**config.mk**
```make
export PLATFORM = sky130hd
export DESIGN_NAME = uart_rx_controller
export DESIGN_NICKNAME = d
export VERILOG_FILES = /design/src/rtl/uart_pkg.sv /design/src/rtl/uart_sync2.sv /design/src/rtl/uart_rx_controller.sv
export SDC_FILE = /design/constraint.sdc
export NUM_CORES = 1
export LEC_CHECK = 0
export BUFFER_PORTS_ARGS = -buffer_cell sky130_fd_sc_hd__buf_4
export CAP_MARGIN = 20
export CORE_UTILIZATION = 35
export CTS_BUF_LIST = sky130_fd_sc_hd__clkbuf_4
export CTS_CLUSTER_DIAMETER = 100
export DETAILED_ROUTE_END_ITERATION = 7
export GPL_TIMING_DRIVEN = 1
export PLACE_DENSITY_LB_ADDON = 0.08
export SETUP_SLACK_MARGIN = 0.3
export SLEW_MARGIN = 20
export SYNTH_ARGS = -nofsm -noshare
export SYNTH_HDL_FRONTEND = slang
export SYNTH_SLANG_ARGS = --single-unit
```
**constraint.sdc**
```tcl
create_clock -name clk -period 1.9 [get_ports clk]
set_input_delay 0.285 -clock clk [delete_from_list [all_inputs] [get_ports clk]]
set_output_delay 0.285 -clock clk [all_outputs]
set_load 0.03 [all_outputs]
```
**src/rtl/uart_pkg.sv**
```systemverilog
// Shared UART definitions: FSM state encodings, frame width and line levels.
package uart_pkg;

    // Receiver states; WAIT_IDLE extends the transmitter's 3-bit state space.
    typedef enum logic [2:0] {
        IDLE      = 3'd0,
        START     = 3'd1,
        DATA      = 3'd2,
        STOP      = 3'd3,
        WAIT_IDLE = 3'd4
    } uart_state_e;

    localparam int unsigned UART_DATA_BITS   = 8;
    localparam logic        UART_IDLE_LEVEL  = 1'b1;
    localparam logic        UART_START_LEVEL = 1'b0;

endpackage

```
**src/rtl/uart_sync2.sv**
```systemverilog
// Two-flop synchroniser for an asynchronous single-bit input.
module uart_sync2 #(
    parameter logic RESET_VAL = 1'b1
) (
    input  logic clk,
    input  logic rst_n,
    input  logic d_i,
    output logic q_o
);

    logic meta_q;
    logic sync_q;

    // Two back-to-back flops; both reset to the line's inactive level.
    always_ff @(posedge clk or negedge rst_n) begin
        if (!rst_n) begin
            meta_q <= RESET_VAL;
            sync_q <= RESET_VAL;
        end else begin
            meta_q <= d_i;
            sync_q <= meta_q;
        end
    end

    assign q_o = sync_q;

endmodule

```
**src/rtl/uart_rx_controller.sv**
```systemverilog
// 8N1 UART receiver: synchronises the serial line, validates the start bit
// mid-bit, shifts in 8 data bits LSB first and checks the stop bit.
module uart_rx_controller
    import uart_pkg::*;
#(
    parameter int unsigned CLKS_PER_BIT = 1
) (
    input  logic       clk,
    input  logic       reset_n,
    input  logic       i_Rx_Serial,
    output logic [7:0] o_Rx_Byte,
    output logic       o_Rx_Done,
    output logic       o_Rx_Active,
    output logic       o_Rx_Frame_Err
);

    localparam int unsigned HALF = (CLKS_PER_BIT - 1) / 2;
    localparam int unsigned CW   = (CLKS_PER_BIT > 1) ? $clog2(CLKS_PER_BIT) : 1;
    localparam logic [CW-1:0] CNT_LAST = CW'(CLKS_PER_BIT - 1);
    localparam logic [CW-1:0] CNT_HALF = CW'(HALF);
    localparam logic [2:0]    IDX_LAST = 3'(UART_DATA_BITS - 1);

    logic rx_s;

    uart_sync2 #(.RESET_VAL(UART_IDLE_LEVEL)) u_sync (
        .clk   (clk),
        .rst_n (reset_n),
        .d_i   (i_Rx_Serial),
        .q_o   (rx_s)
    );

    uart_state_e                state_q, state_d;
    logic [CW-1:0]              cnt_q, cnt_d;
    logic [2:0]                 idx_q, idx_d;
    logic [UART_DATA_BITS-1:0]  shift_q, shift_d;
    logic [UART_DATA_BITS-1:0]  byte_q, byte_d;
    logic                       done_q, done_d;
    logic                       err_q, err_d;
    logic                       active_q, active_d;

    // State, datapath and registered outputs.
    always_ff @(posedge clk or negedge reset_n) begin
        if (!reset_n) begin
            state_q  <= IDLE;
            cnt_q    <= '0;
            idx_q    <= '0;
            shift_q  <= '0;
            byte_q   <= '0;
            done_q   <= 1'b0;
            err_q    <= 1'b0;
            active_q <= 1'b0;
        end else begin
            state_q  <= state_d;
            cnt_q    <= cnt_d;
            idx_q    <= idx_d;
            shift_q  <= shift_d;
            byte_q   <= byte_d;
            done_q   <= done_d;
            err_q    <= err_d;
            active_q <= active_d;
        end
    end

    // Next-state and output decode; pulses default low every cycle.
    always_comb begin
        state_d = state_q;
        cnt_d   = cnt_q;
        idx_d   = idx_q;
        shift_d = shift_q;
        byte_d  = byte_q;
        done_d  = 1'b0;
        err_d   = 1'b0;

        case (state_q)
            IDLE: begin
                cnt_d = '0;
                idx_d = '0;
                if (rx_s == UART_START_LEVEL) begin
                    // With HALF=0 the detection sample is already mid-bit.
                    if (HALF == 0) begin
                        state_d = DATA;
                    end else begin
                        state_d = START;
                        cnt_d   = CW'(1);
                    end
                end
            end
            START: begin
                cnt_d = cnt_q + CW'(1);
                if (cnt_q == CNT_HALF) begin
                    cnt_d   = '0;
                    state_d = (rx_s == UART_START_LEVEL) ? DATA : IDLE;
                end
            end
            DATA: begin
                cnt_d = cnt_q + CW'(1);
                if (cnt_q == CNT_LAST) begin
                    cnt_d          = '0;
                    shift_d[idx_q] = rx_s;
                    if (idx_q == IDX_LAST) begin
                        idx_d   = '0;
                        state_d = STOP;
                    end else begin
                        idx_d = idx_q + 3'd1;
                    end
                end
            end
            STOP: begin
                cnt_d = cnt_q + CW'(1);
                if (cnt_q == CNT_LAST) begin
                    cnt_d = '0;
                    if (rx_s == UART_IDLE_LEVEL) begin
                        byte_d  = shift_q;
                        done_d  = 1'b1;
                        state_d = IDLE;
                    end else begin
                        err_d   = 1'b1;
                        state_d = WAIT_IDLE;
                    end
                end
            end
            WAIT_IDLE: begin
                if (rx_s == UART_IDLE_LEVEL) begin
                    state_d = IDLE;
                end
            end
            default: begin
                state_d = IDLE;
                cnt_d   = '0;
                idx_d   = '0;
            end
        endcase

        active_d = (state_d == START) || (state_d == DATA) || (state_d == STOP);
    end

    assign o_Rx_Byte      = byte_q;
    assign o_Rx_Done      = done_q;
    assign o_Rx_Active    = active_q;
    assign o_Rx_Frame_Err = err_q;

endmodule

```
# --- After elaboration in Yosys (flattened, before gate mapping) ---
# Cells that the tools add are included.
classes:
  addsub: 2
  n_lt_le_gt_ge: 2
  n_eq_ne: 9
  muxes: 23
  bitwise: 2
  n_reduce_logical: 9
ops:
  columns: ["op", "count"]
  rows:
  - ["3-bit two-way mux", 9]
  - ["3-bit case mux with 5 select lines", 1]
  - ["3-bit by 2-bit equality test with 1-bit output, second input constant", 4]
  - ["8-bit bitwise mux", 1]
  - ["1-bit two-way mux", 8]
  - ["3-bit by 1-bit equality test with 1-bit output, second input constant", 2]
  - ["3-bit equality test, second input constant", 2]
  - ["3-bit case mux with 2 select lines", 1]
  - ["3-bit OR reduction", 2]
  - ["3-bit by 4-bit less-than comparator with 1-bit output, second input constant", 1]
  - ["2-bit AND reduction", 2]
  - ["3-bit by 1-bit adder with 3-bit output, second input constant", 1]
  - ["1-bit demux with 3-bit select", 1]
  - ["3-bit by 1-bit >= comparator with 1-bit output, second input constant", 1]
  - ["3-bit zero test", 1]
  - ["3-bit AND reduction", 1]
  - ["1-bit logical OR", 2]
  - ["2-bit two-way mux", 1]
  - ["2-bit inequality test, second input constant", 1]
  - ["1-bit inverter", 2]
  - ["1-bit case mux with 2 select lines", 1]
  - ["1-bit adder, second input constant", 1]
  - ["1-bit logical AND", 1]
totals:
  reg_bits: 28
  wordCells: 57

# --- Logic depth before layout (Yosys ltp) ---
# Gate-level depths: netlist (run 1).
logic_depth:
  depth_word: 7
  mapped_depth: 4
  mapped_depth_nobuf: 4

# --- Modules after synthesis ---
# Synthesis (run 1) repeated with hierarchy kept, for this count alone.
hier_totals:
  cells_unflattened: 77
  hier_area_um2: 1106.1
by_module_without_submodules:
  columns: ["mod", "instances", "cells_each", "area_per_inst_um2"]
  rows:
  - ["uart_rx_controller", 1, 75, 1053.5]
  - ["uart_sync2", 1, 2, 52.6]

# --- Least setup slack after synthesis (run 1) ---
# OpenSTA, ideal clock, no wires.
synth_path:
  path_kind: "register -> register"
  start: "register state_q[0]"
  end: "register shift_q[7]"
  arrival_time_ns: 1.216
  t_required_ns: 1.773
  setup_slack_ns: 0.557
  stages_incl_launch_ff: 5
  period_less_slack_ns: 1.343
  path_cell_list: "dfrtp_1 > buf_6 > nor3b_4 > nand4_1 > mux2_1"
synth_between:
  elab_chain_len: 2
synth_lines:
  columns: ["element", "line", "text"]
  rows:
  - ["start: declaration", "uart_rx_controller.sv:32", "uart_state_e state_q, state_d;"]
  - ["start signal: assignment", "uart_rx_controller.sv:53", "state_q <= state_d;"]
  - ["3-bit by 2-bit equality test with 1-bit output", "uart_rx_controller.sv:74", "case (state_q)"]
  - ["2-bit AND reduction (no source line)", null, null]
  - ["end signal: assignment", "uart_rx_controller.sv:56", "shift_q <= shift_d;"]
  - ["end: declaration", "uart_rx_controller.sv:35", "logic [UART_DATA_BITS-1:0] shift_q, shift_d;"]
# No other way between the ends.
# A chain may end at the register's enable or synchronous reset.

# --- Final worst setup path (run 1) ---
layout_path:
  start: "register state_q[2]"
  end: "register byte_q[7], in the netlist o_Rx_Byte[7]"
layout_between:
  elab_chain_len: 2
layout_lines:
  columns: ["element", "line", "text"]
  rows:
  - ["3-bit by 2-bit equality test with 1-bit output", "uart_rx_controller.sv:74", null]
  - ["3-bit AND reduction (no source line)", null, null]
  - ["end signal: assignment", "uart_rx_controller.sv:57", "byte_q <= byte_d;"]
  - ["end: declaration", "uart_rx_controller.sv:36", "logic [UART_DATA_BITS-1:0] byte_q, byte_d;"]
# No other way between the ends.

==> results of run 1 <==
per-stage QoR:
step           area [um2]  hold WS [ps]  worst slack, ps  utilization
2_1_floorplan        1106        -10.59            556.8            -
5_1_grt              1311         18.51            359.0       0.4331
3_5_place_dp         1251         217.5            399.8       0.4132
3_3_place_gp         1251         218.0            398.8       0.4132
6_report             1311         55.62            474.4       0.4331
4_1_cts              1289         42.31            377.8       0.4256
sequential cells by signal (all words and copies together) (netlist names):
register / flops
state_q: 3
o_Rx_Active: 1
o_Rx_Byte: 8
u_sync.q_o: 1
o_Rx_Frame_Err: 1
o_Rx_Done: 1
u_sync.meta_q: 1
idx_q: 3
shift_q: 8
cells in the final DEF (no fill, tap or decap), types with 2 or more instances in the layout:
cell | synthesis | layout
dfrtp_1 | 25 | 25
buf_4 | 0 | 17
mux2_2 | 15 | 15
nor2b_1 | 4 | 4
nand2_1 | 4 | 4
nand3_1 | 4 | 4
nor2_1 | 3 | 3
a22o_1 | 3 | 3
clkbuf_4 | 0 | 3
a211oi_1 | 2 | 2
inv_1 | 2 | 2
ha_1 | 2 | 2
dfstp_2 | 2 | 2
per-layer routing:
metal / up-vias / share of wire / global-route usage
li1: 312 / - / -
met4: 0 / 0.013 / 0.04082
met1: 334 / 0.47 / 0.1727
met3: 2 / 0.034 / 0.04688
met2: 11 / 0.48 / 0.1954
met5: - / 0 / 0
worst max-delay path: stages (launching register included):
cell and delay, ps:
dfrtp_1 520, nor2b_1 220, nand3_2 250, mux2_2 350
path summary, 6_finish.rpt:
| kind | start | end | slack (ps) |
|---|---|---|---|
| max in group asynchronous | reset_n | u_sync.meta_q | 1210 |
| hold / removal | i_Rx_Serial | u_sync.meta_q | 60 |
| setup / recovery | state_q[2] | o_Rx_Byte[7] | 470 |
| hold reg to reg | u_sync.meta_q | u_sync.q_o | 370 |
| setup reg to reg | state_q[2] | o_Rx_Byte[7] | 470 |
| min in group asynchronous | reset_n | o_Rx_Byte[4] | 390 |
layout make-up:
type | instances | area share
Clock inverter | 1 | 0.003817
Clock buffer | 3 | 0.01718
Sequential cell | 27 | 0.5172
Tap cell | 44 | 0.04198
Timing Repair Buffer | 18 | 0.1050
Inverter | 2 | 0.005725
Multi-Input combinational cell | 46 | 0.3092
what timing repair did:
item                                   4_1_cts  5_1_grt
hold buffers                                 1        0
buffers inserted                             0        3
endpoints found under the hold margin       25        0
setup endpoints to repair                    0        1
cell families after synthesis:
| logic type | count (synthesis) | synth area share |
|---|---|---|
| buf+inv | 4 | 0.02036 |
| simple gates | 21 | 0.1312 |
| compound gates | 7 | 0.04977 |
| mux | 16 | 0.1629 |
| fa+ha+maj | 2 | 0.02262 |
| flops | 27 | 0.6131 |
power by group through the flow:
stage | clock, mW | sequential, mW | combinational [mW]
after floorplan | 0 | 1.14 | 0.494
after global placement | 0 | 0.998 | 0.890
after detailed placement | 0 | 1.00 | 0.897
after CTS | 0.258 | 0.990 | 0.903
after global routing | 0.287 | 1.03 | 1.04
final | 0.245 | 0.988 | 0.949
==> impl_metrics.env, run 1 <==
export IMPL_slew_headroom=0.7639
export IMPL_grt_pass1_wl_um=3160
export IMPL_die_w_um=58.22
export IMPL_post_route_period_util=0.7503
export IMPL_worst_pin_slew_ps=354.1
export IMPL_multiInputGateArea_um2=405.4
export IMPL_n_antenna_cell=0
export IMPL_grt_pass1_vias=675
export IMPL_first_pass_iters=2
export IMPL_drtIter0Drc=18
export IMPL_htree_levels=1
export IMPL_p_int_mw=1.388
export IMPL_yosysUniqueCellTypes=22
export IMPL_ys_seq_area_frac=0.6131
export IMPL_clk_latency_ps=320
export IMPL_pwr_share_clk=0.112
export IMPL_synthTopCellsByCount="25 x dfrtp_1, 15 x mux2_2, 4 x nand2_1, 4 x nand3_1, 4 x nor2b_1"
export IMPL_regArea_um2=678.2
export IMPL_syn_num_nets=82
export IMPL_die_area_um2=3389
export IMPL_finalSetupTns_ps=0
export IMPL_dpl_cell_count=133
export IMPL_worstPathArrival_ps=1650
export IMPL_routed_wl_um=1754
export IMPL_ys_warn_count=0
export IMPL_hold_path_depth=1
export IMPL_numPortBuffers=13
export IMPL_grt_overflow=0
export IMPL_switching_share=0.3640
export IMPL_finClkSkew_ps=7.530
export IMPL_maxCapViolCount=0
export IMPL_slew_viol_final=0
export IMPL_end_kind="flip-flop"
export IMPL_p_switching_uw=794.4
export IMPL_clock_sinks=27
export IMPL_ys_ff_latch=27
export IMPL_p_seq_frac=0.453
export IMPL_drc=0
export IMPL_post_synth_cell_area_avg_um2=14.36
export IMPL_finalPower_mw=2.182
export IMPL_viasPerCell=4.674
export IMPL_fmax_ghz=0.7015
export IMPL_synth_most_common_cell="dfrtp_1"
export IMPL_grt_start_max_net_pins=28
export IMPL_tritoncts="done"
export IMPL_cp_max_fo=9
export IMPL_synth_top_area_share=0.5656
export IMPL_async_flop_share=1.000
export IMPL_syn_area_um2=1106
export IMPL_clk_pin_slew_ps=140
export IMPL_vias=659
export IMPL_die_h_um=58.22
export IMPL_comb_power_share=0.435
export IMPL_gp_congestion=0.6687
export IMPL_critPathLaunchType="flip-flop"
export IMPL_cts_root_buf="clkbuf_4"
export IMPL_yosysTopAreaCell="dfrtp_1"
export IMPL_hpwl_um=1188
export IMPL_final_cells=141
export IMPL_start_util=0.3653
export IMPL_worstSetupPathType="reg -> reg"
export IMPL_setup_viol=0
export IMPL_required_ps=2120
export IMPL_antenna_found_initial=0
export IMPL_min_path_type="in -> reg"
export IMPL_power_density_nw_per_um2=1664
export IMPL_syn_instance_count=77
export IMPL_synth_edf_count=0
export IMPL_final_hold_viol_count=0
export IMPL_io_pins=14
export IMPL_ys_flop_type="dfrtp_1"
export IMPL_synth_area_leaders="dfrtp_1 57%, mux2_2 15%, dfstp_2 4.8%"
export IMPL_clockBufferDepth=2
export IMPL_nFillCells=302
export IMPL_nNetsFinal=103
export IMPL_leakagePower_nw=0.5995
export IMPL_vdd_drop_max_mv=0.6188
export IMPL_postRouteAntennaNets=0
export IMPL_drive_gt1_frac=0.4330
export IMPL_grt_use_total=0.1290
export IMPL_rsz0062_at_grt="false"
export IMPL_numCtsBuffers=3
export IMPL_wire_per_inst_um=12.44
export IMPL_core_um2=3028
export IMPL_run_status="completed"
export IMPL_post_cts_resized=0
export IMPL_reg2reg_depth=3
export IMPL_syn2layout_area_growth_pct=18.55
export IMPL_fin_crit_ps=1426
export IMPL_rows=20
(Power assumes the default switching activity.)
==> inputs of run 2 (changes only) <==
--- a/config.mk
+++ b/config.mk
@@ -5,6 +5,7 @@
 export SDC_FILE = /design/constraint.sdc
 export NUM_CORES = 1
 export LEC_CHECK = 0
+export ABC_AREA = 1
 export BUFFER_PORTS_ARGS = -buffer_cell sky130_fd_sc_hd__buf_4
 export CAP_MARGIN = 20
 export CORE_UTILIZATION = 35
==> constraint.sdc (replaced) <==
create_clock -name clk -period 1.4 [get_ports clk]
set_input_delay 0.21 -clock clk [delete_from_list [all_inputs] [get_ports clk]]
set_output_delay 0.21 -clock clk [all_outputs]
set_load 0.03 [all_outputs]
==> run 2 against run 1 <==
Synthesized area grew 4.1%. Core utilization grew 7.5 points. Final area grew 19%. Combinational power grew 80%. Via count grew 46%. Sequential cell count is the same. Sequential share of layout area shrank 7.9 points. Register-to-register slack lost 170 ps. Largest cell class unchanged.
==> impl_metrics.env, run 2 <==
export IMPL_multiInputGateArea_um2=444.2
export IMPL_reg2reg_depth=4
export IMPL_clock_sinks=27
export IMPL_reg2reg_setup_slack_ps=300
export IMPL_cp_top_family="flip-flops"
export IMPL_drc=0
export IMPL_grt_overflow=0
export IMPL_drtIter0Drc=36
export IMPL_io_pins=14
export IMPL_syn_num_nets=136
export IMPL_drive_gt1_frac=0.3234
export IMPL_finClkSkew_ps=1.089
export IMPL_setup_viol=0
export IMPL_cts_root_buf="clkbuf_4"
export IMPL_core_um2=3078
export IMPL_r2r_end="o_Rx_Byte[7]"
export IMPL_clk_latency_ps=310
export IMPL_numCtsBuffers=3
export IMPL_async_flop_share=1.000
export IMPL_yosysUniqueCellTypes=17
export IMPL_synth_area_leaders="dfrtp_1 54%, nand2_1 19%, nand3_1 5.7%"
export IMPL_worstPathArrival_ps=900
export IMPL_postRouteAntennaNets=0
export IMPL_run_status="completed"
export IMPL_min_path_type="in -> async"
export IMPL_slew_viol_final=0
export IMPL_n_antenna_cell=0
export IMPL_ys_warn_count=0
export IMPL_synth_most_common_cell="nand2_1"
export IMPL_nFillCells=299
export IMPL_synth_edf_count=0
export IMPL_grt_start_max_net_pins=28
export IMPL_routed_wl_um=2528
export IMPL_wire_per_inst_um=11.98
export IMPL_syn_instance_count=131
export IMPL_hpwl_um=1513
export IMPL_finalSetupTns_ps=0
export IMPL_die_h_um=59.35
export IMPL_ys_ff_latch=27
export IMPL_antenna_found_initial=0
export IMPL_cp_max_fo=2
export IMPL_maxCapViolCount=0
export IMPL_final_common_cell="nand2_1"
export IMPL_die_w_um=59.35
export IMPL_gp_congestion=0.7010
export IMPL_clockBufferDepth=2
export IMPL_cpMaxStageDelayCell="dfrtp_1"
export IMPL_finalPower_mw=3.415
export IMPL_synth_top_area_share=0.5435
export IMPL_htree_levels=1
export IMPL_rsz0062_at_grt="true"
export IMPL_final_cells=211
export IMPL_layout_cells_most_common_list="59 x nand2_1, 20 x buf_4, 20 x dfrtp_1"
export IMPL_ys_seq_area_frac=0.5891
export IMPL_syn_area_um2=1151
export IMPL_nNetsFinal=173
export IMPL_final_hold_viol_count=0
export IMPL_rows=20
export IMPL_die_area_um2=3522
export IMPL_syn2layout_area_growth_pct=35.76
export IMPL_numPortBuffers=13
export IMPL_final_cell_area_um2=1563
export IMPL_grt_pass1_vias=881
export IMPL_ys_flop_type="dfrtp_1"
export IMPL_leakagePower_nw=0.7928
export IMPL_fmax_ghz=0.9036
export IMPL_tritoncts="done"
export IMPL_post_synth_cell_area_avg_um2=8.787
export IMPL_grt_use_total=0.1610
export IMPL_vdd_drop_max_mv=0.6755
export IMPL_post_route_period_util=0.7905
export IMPL_grt_pass1_wl_um=4133
export IMPL_critPathBufInv=1
export IMPL_rr_startpoint="u_sync.q_o"
export IMPL_critPathMaxStageDelay_ps=430
export IMPL_vias=963
export IMPL_worst_pin_slew_ps=345.6
export IMPL_path_cells="buf_6"
export IMPL_fin_crit_ps=1107
export IMPL_clk_pin_slew_ps=140
export IMPL_postPlaceCellArea_um2=1287
export IMPL_slew_headroom=0.7696
export IMPL_start_util=0.3740
export IMPL_required_ps=1190
export IMPL_yosysTopAreaCell="dfrtp_1"
export IMPL_critPathLaunchType="flip-flop"
export IMPL_dpl_cell_count=186
export IMPL_end_kind="output pin"
export IMPL_power_density_nw_per_um2=2185
export IMPL_regArea_um2=684.4
export IMPL_worstSetupPathType="reg -> out"
export IMPL_first_pass_iters=4
export IMPL_synthTopCellsByCount="59 x nand2_1, 25 x dfrtp_1, 13 x nand3_1, 11 x nor2_1, 5 x inv_1"
export IMPL_viasPerCell=4.564
run 2: changes by cell type after synthesis, moves of 3 or more:
cell / delta
nor2_1: +8
inv_2: +3
nand2_1: +55
a22o_1: -3
nor2b_1: -4
inv_1: +3
mux2_2: -15
nand3_1: +9
run 2: cells by family after synthesis:
logic type | after synthesis | share of synthesized area
AOI/OAI and AO/OA | 4 | 0.02173
adders and majority gates | 2 | 0.02174
buffers and inverters | 12 | 0.05325
DFF | 27 | 0.5891
and+or+nand+nor | 86 | 0.3141
run 2: worst max-delay path by stage:
stage	start	to	slack, ps	depth (start not counted)
floorplan	idx_q[0]	idx_q[2]	300	4
global placement	state_q[1]	shift_q[2]	230	6
detailed placement	state_q[1]	shift_q[7]	220	6
CTS	u_sync.q_o	o_Rx_Byte[7]	280	4
global route	state_q[0]	shift_q[2]	240	7
finish	o_Rx_Byte[6]	o_Rx_Byte[6]	290	1
run 2: final cells by class:
type | instances | share of cell area
tap | 44 | 0.03523
sequential | 27 | 0.4379
clock buffer | 4 | 0.01922
inverter | 8 | 0.02082
timing repair buffer | 35 | 0.2026
multi-input combinational | 93 | 0.2842
run 2: repair_timing:
item,4_1_cts,5_1_grt
setup buffers,14,2
endpoints found under the setup margin,32,32
endpoints found under the hold margin,26,0
pin swaps,1,2
hold buffers,2,0
cloned,1,2
resized for setup,16,11
run 2: metal layers:
metal | GRT usage | share of wire | vias up
met1 | 0.2213 | 0.51 | 456
met5 | 0 | 0 | -
met3 | 0.03275 | 0.024 | 6
met4 | 0.08163 | 0.022 | 0
li1 | - | - | 489
met2 | 0.2392 | 0.44 | 12
run 2: per-stage QoR:
stage	hold slack, ps	util	setup slack, ps
after global placement	140.7	0.4183	233.8
after CTS	320.2	0.4870	284.6
after global routing	331.0	0.5077	243.2
final	322.5	0.5077	293.3
after floorplan	-85.59	-	304.9
after detailed placement	147.4	0.4183	221.1
run 2: power by group:
| group | leakage, nW | total (mW) | switching, mW | internal [mW] |
|---|---|---|---|---|
| Clock | 0.0184 | 0.354 | 0.223 | 0.131 |
| Combinational | 0.446 | 1.71 | 0.910 | 0.803 |
| Sequential | 0.328 | 1.35 | 0.255 | 1.09 |
==> inputs of run 3 (changes only) <==
==> constraint.sdc (replaced) <==
create_clock -name clk -period 1.1 [get_ports clk]
set_input_delay 0.165 -clock clk [delete_from_list [all_inputs] [get_ports clk]]
set_output_delay 0.165 -clock clk [all_outputs]
set_load 0.03 [all_outputs]
==> run 3 against run 2 <==
The run now ends with negative setup slack left. Die area stayed put. Sequential share of layout area is 1.1 points lower. Critical endpoint is now o_Rx_Byte[6]. Final cell count is 0.95% lower. Sequential power is 30% higher. First-iteration DRC count is 19% higher. Non-clock buffer count is 3 lower. Clock power is 19% higher. Worst hold slack worse by 52 ps. Final area is 2.5% higher. Register-to-register slack worse by 310 ps. Sequential cell count stayed put. Power is 27% higher.
==> impl_metrics.env, run 3 (synthesis results as in run 2) <==
export IMPL_run_status="complete, but fails checks"
export IMPL_violations="negative setup slack"
export IMPL_start_util=0.3740
export IMPL_worst_pin_slew_ps=347.7
export IMPL_tritoncts="done"
export IMPL_final_common_cell="nand2_1"
export IMPL_critPathLaunchType="flip-flop"
export IMPL_numCtsBuffers=3
export IMPL_first_pass_iters=4
export IMPL_antenna_found_initial=0
export IMPL_slew_headroom=0.7682
export IMPL_layout_cells_most_common_list="52 x nand2_1, 20 x dfrtp_1, 17 x buf_4"
export IMPL_grt_pass1_vias=894
export IMPL_finalPower_mw=4.329
export IMPL_core_um2=3078
export IMPL_hpwl_um=1584
export IMPL_rsz0062_at_grt="true"
export IMPL_finalWorstSetupSlack_ps=-7.712
export IMPL_fmax_ghz=0.9028
export IMPL_wire_per_inst_um=11.96
export IMPL_worstSetupPathType="reg -> reg"
export IMPL_htree_levels=1
export IMPL_slew_viol_final=0
export IMPL_rows=20
export IMPL_leakagePower_nw=0.7879
export IMPL_io_pins=14
export IMPL_power_density_nw_per_um2=2703
export IMPL_clockBufferDepth=2
export IMPL_fin_crit_ps=1108
export IMPL_clk_latency_ps=320
export IMPL_vdd_drop_max_mv=1.015
export IMPL_min_path_type="in -> async"
export IMPL_setup_viol=4
export IMPL_nNetsFinal=171
export IMPL_viasPerCell=4.388
export IMPL_grt_start_max_net_pins=28
export IMPL_die_w_um=59.35
export IMPL_clock_sinks=27
export IMPL_final_cells=209
export IMPL_routed_wl_um=2499
export IMPL_cts_root_buf="clkbuf_4"
export IMPL_finClkSkew_ps=1.435
export IMPL_n_antenna_cell=0
export IMPL_grt_overflow=0
export IMPL_die_h_um=59.35
export IMPL_numPortBuffers=13
export IMPL_grt_pass1_wl_um=4236
export IMPL_final_util=0.5203
export IMPL_dpl_cell_count=188
export IMPL_maxCapViolCount=0
export IMPL_required_ps=1380
export IMPL_vias=917
export IMPL_syn2layout_area_growth_pct=39.13
export IMPL_cp_max_fo=5
export IMPL_postRouteAntennaNets=0
export IMPL_clk_pin_slew_ps=140
export IMPL_drive_gt1_frac=0.3818
export IMPL_post_route_period_util=1.007
export IMPL_die_area_um2=3522
export IMPL_final_hold_viol_count=0
export IMPL_end_kind="flip-flop"
export IMPL_worstPathArrival_ps=1380
export IMPL_drc=0
export IMPL_drtIter0Drc=43
export IMPL_grt_use_total=0.1678
export IMPL_gp_congestion=0.7675
-- run 3: what timing repair did --
item,in CTS,in global routing
hold buffers,2,0
setup buffers,10,3
resized for setup,15,13
gates cloned,2,0
pin swaps,3,3
endpoints found under the hold margin,26,0
endpoints found under the setup margin,36,36
-- run 3: critical path, stage by stage (launching register included) --
cell	delay (ps)
dfstp_2	630
nand4_4	180
inv_4	140
nand2_2	60
nand2_2	50
-- run 3: metrics by stage --
step / setup TNS, ps / cell area (um2) / worst slack (ps) / hold WS, ps
final: -17.24 / 1602 / -7.712 / 270.4
after global routing: -1333 / 1602 / -99.68 / 279.4
after CTS: 0 / 1541 / 14.14 / 271.1
after detailed placement: 0 / 1343 / 14.30 / 98.86
after global placement: 0 / 1343 / 19.40 / 96.86
after floorplan: 0 / 1192 / 75.33 / -130.6
-- run 3: cell type report --
type | instances | area [um2]
clock buffers | 3 | 22.52
clock inverters | 1 | 5.005
fillers | 320 | 1476
inverters | 8 | 32.53
multi-input cells | 93 | 488.0
flip-flops and latches | 27 | 684.4
well taps | 44 | 55.05
repair buffers | 32 | 306.5
repair inverters | 1 | 7.507
-- run 3: path summary, 6_finish.rpt --
| kind | from | slack (ps) | cells after the start | endpoint |
|---|---|---|---|---|
| max reg2reg | u_sync.q_o | -8 | 4 | o_Rx_Byte[6] |
| max | u_sync.q_o | -8 | 4 | o_Rx_Byte[6] |
| max in group asynchronous | reset_n | 530 | 2 | u_sync.meta_q |
| min reg2reg | u_sync.meta_q | 370 | 0 | u_sync.q_o |
| min in group clk | u_sync.meta_q | 370 | 0 | u_sync.q_o |
| min | reset_n | 270 | 2 | o_Rx_Active |
-- run 3: report_power, final --
part           total (mW)  switching, mW  internal [mW]
clock               0.423          0.287          0.136
combinational        2.16           1.14           1.01
sequential           1.75          0.357           1.39
total                4.33           1.79           2.54
-- run 3: per-layer routing --
| metal | share of wire | vias up | routed length (um) | track usage |
|---|---|---|---|---|
| met5 | 0 | - | 0 | 0 |
| met4 | 0.012 | 0 | 29 | 0.07143 |
| met2 | 0.47 | 13 | 1184 | 0.2456 |
| met1 | 0.49 | 419 | 1234 | 0.2448 |
| met3 | 0.020 | 4 | 50 | 0.02620 |
| li1 | - | 481 | - | - |
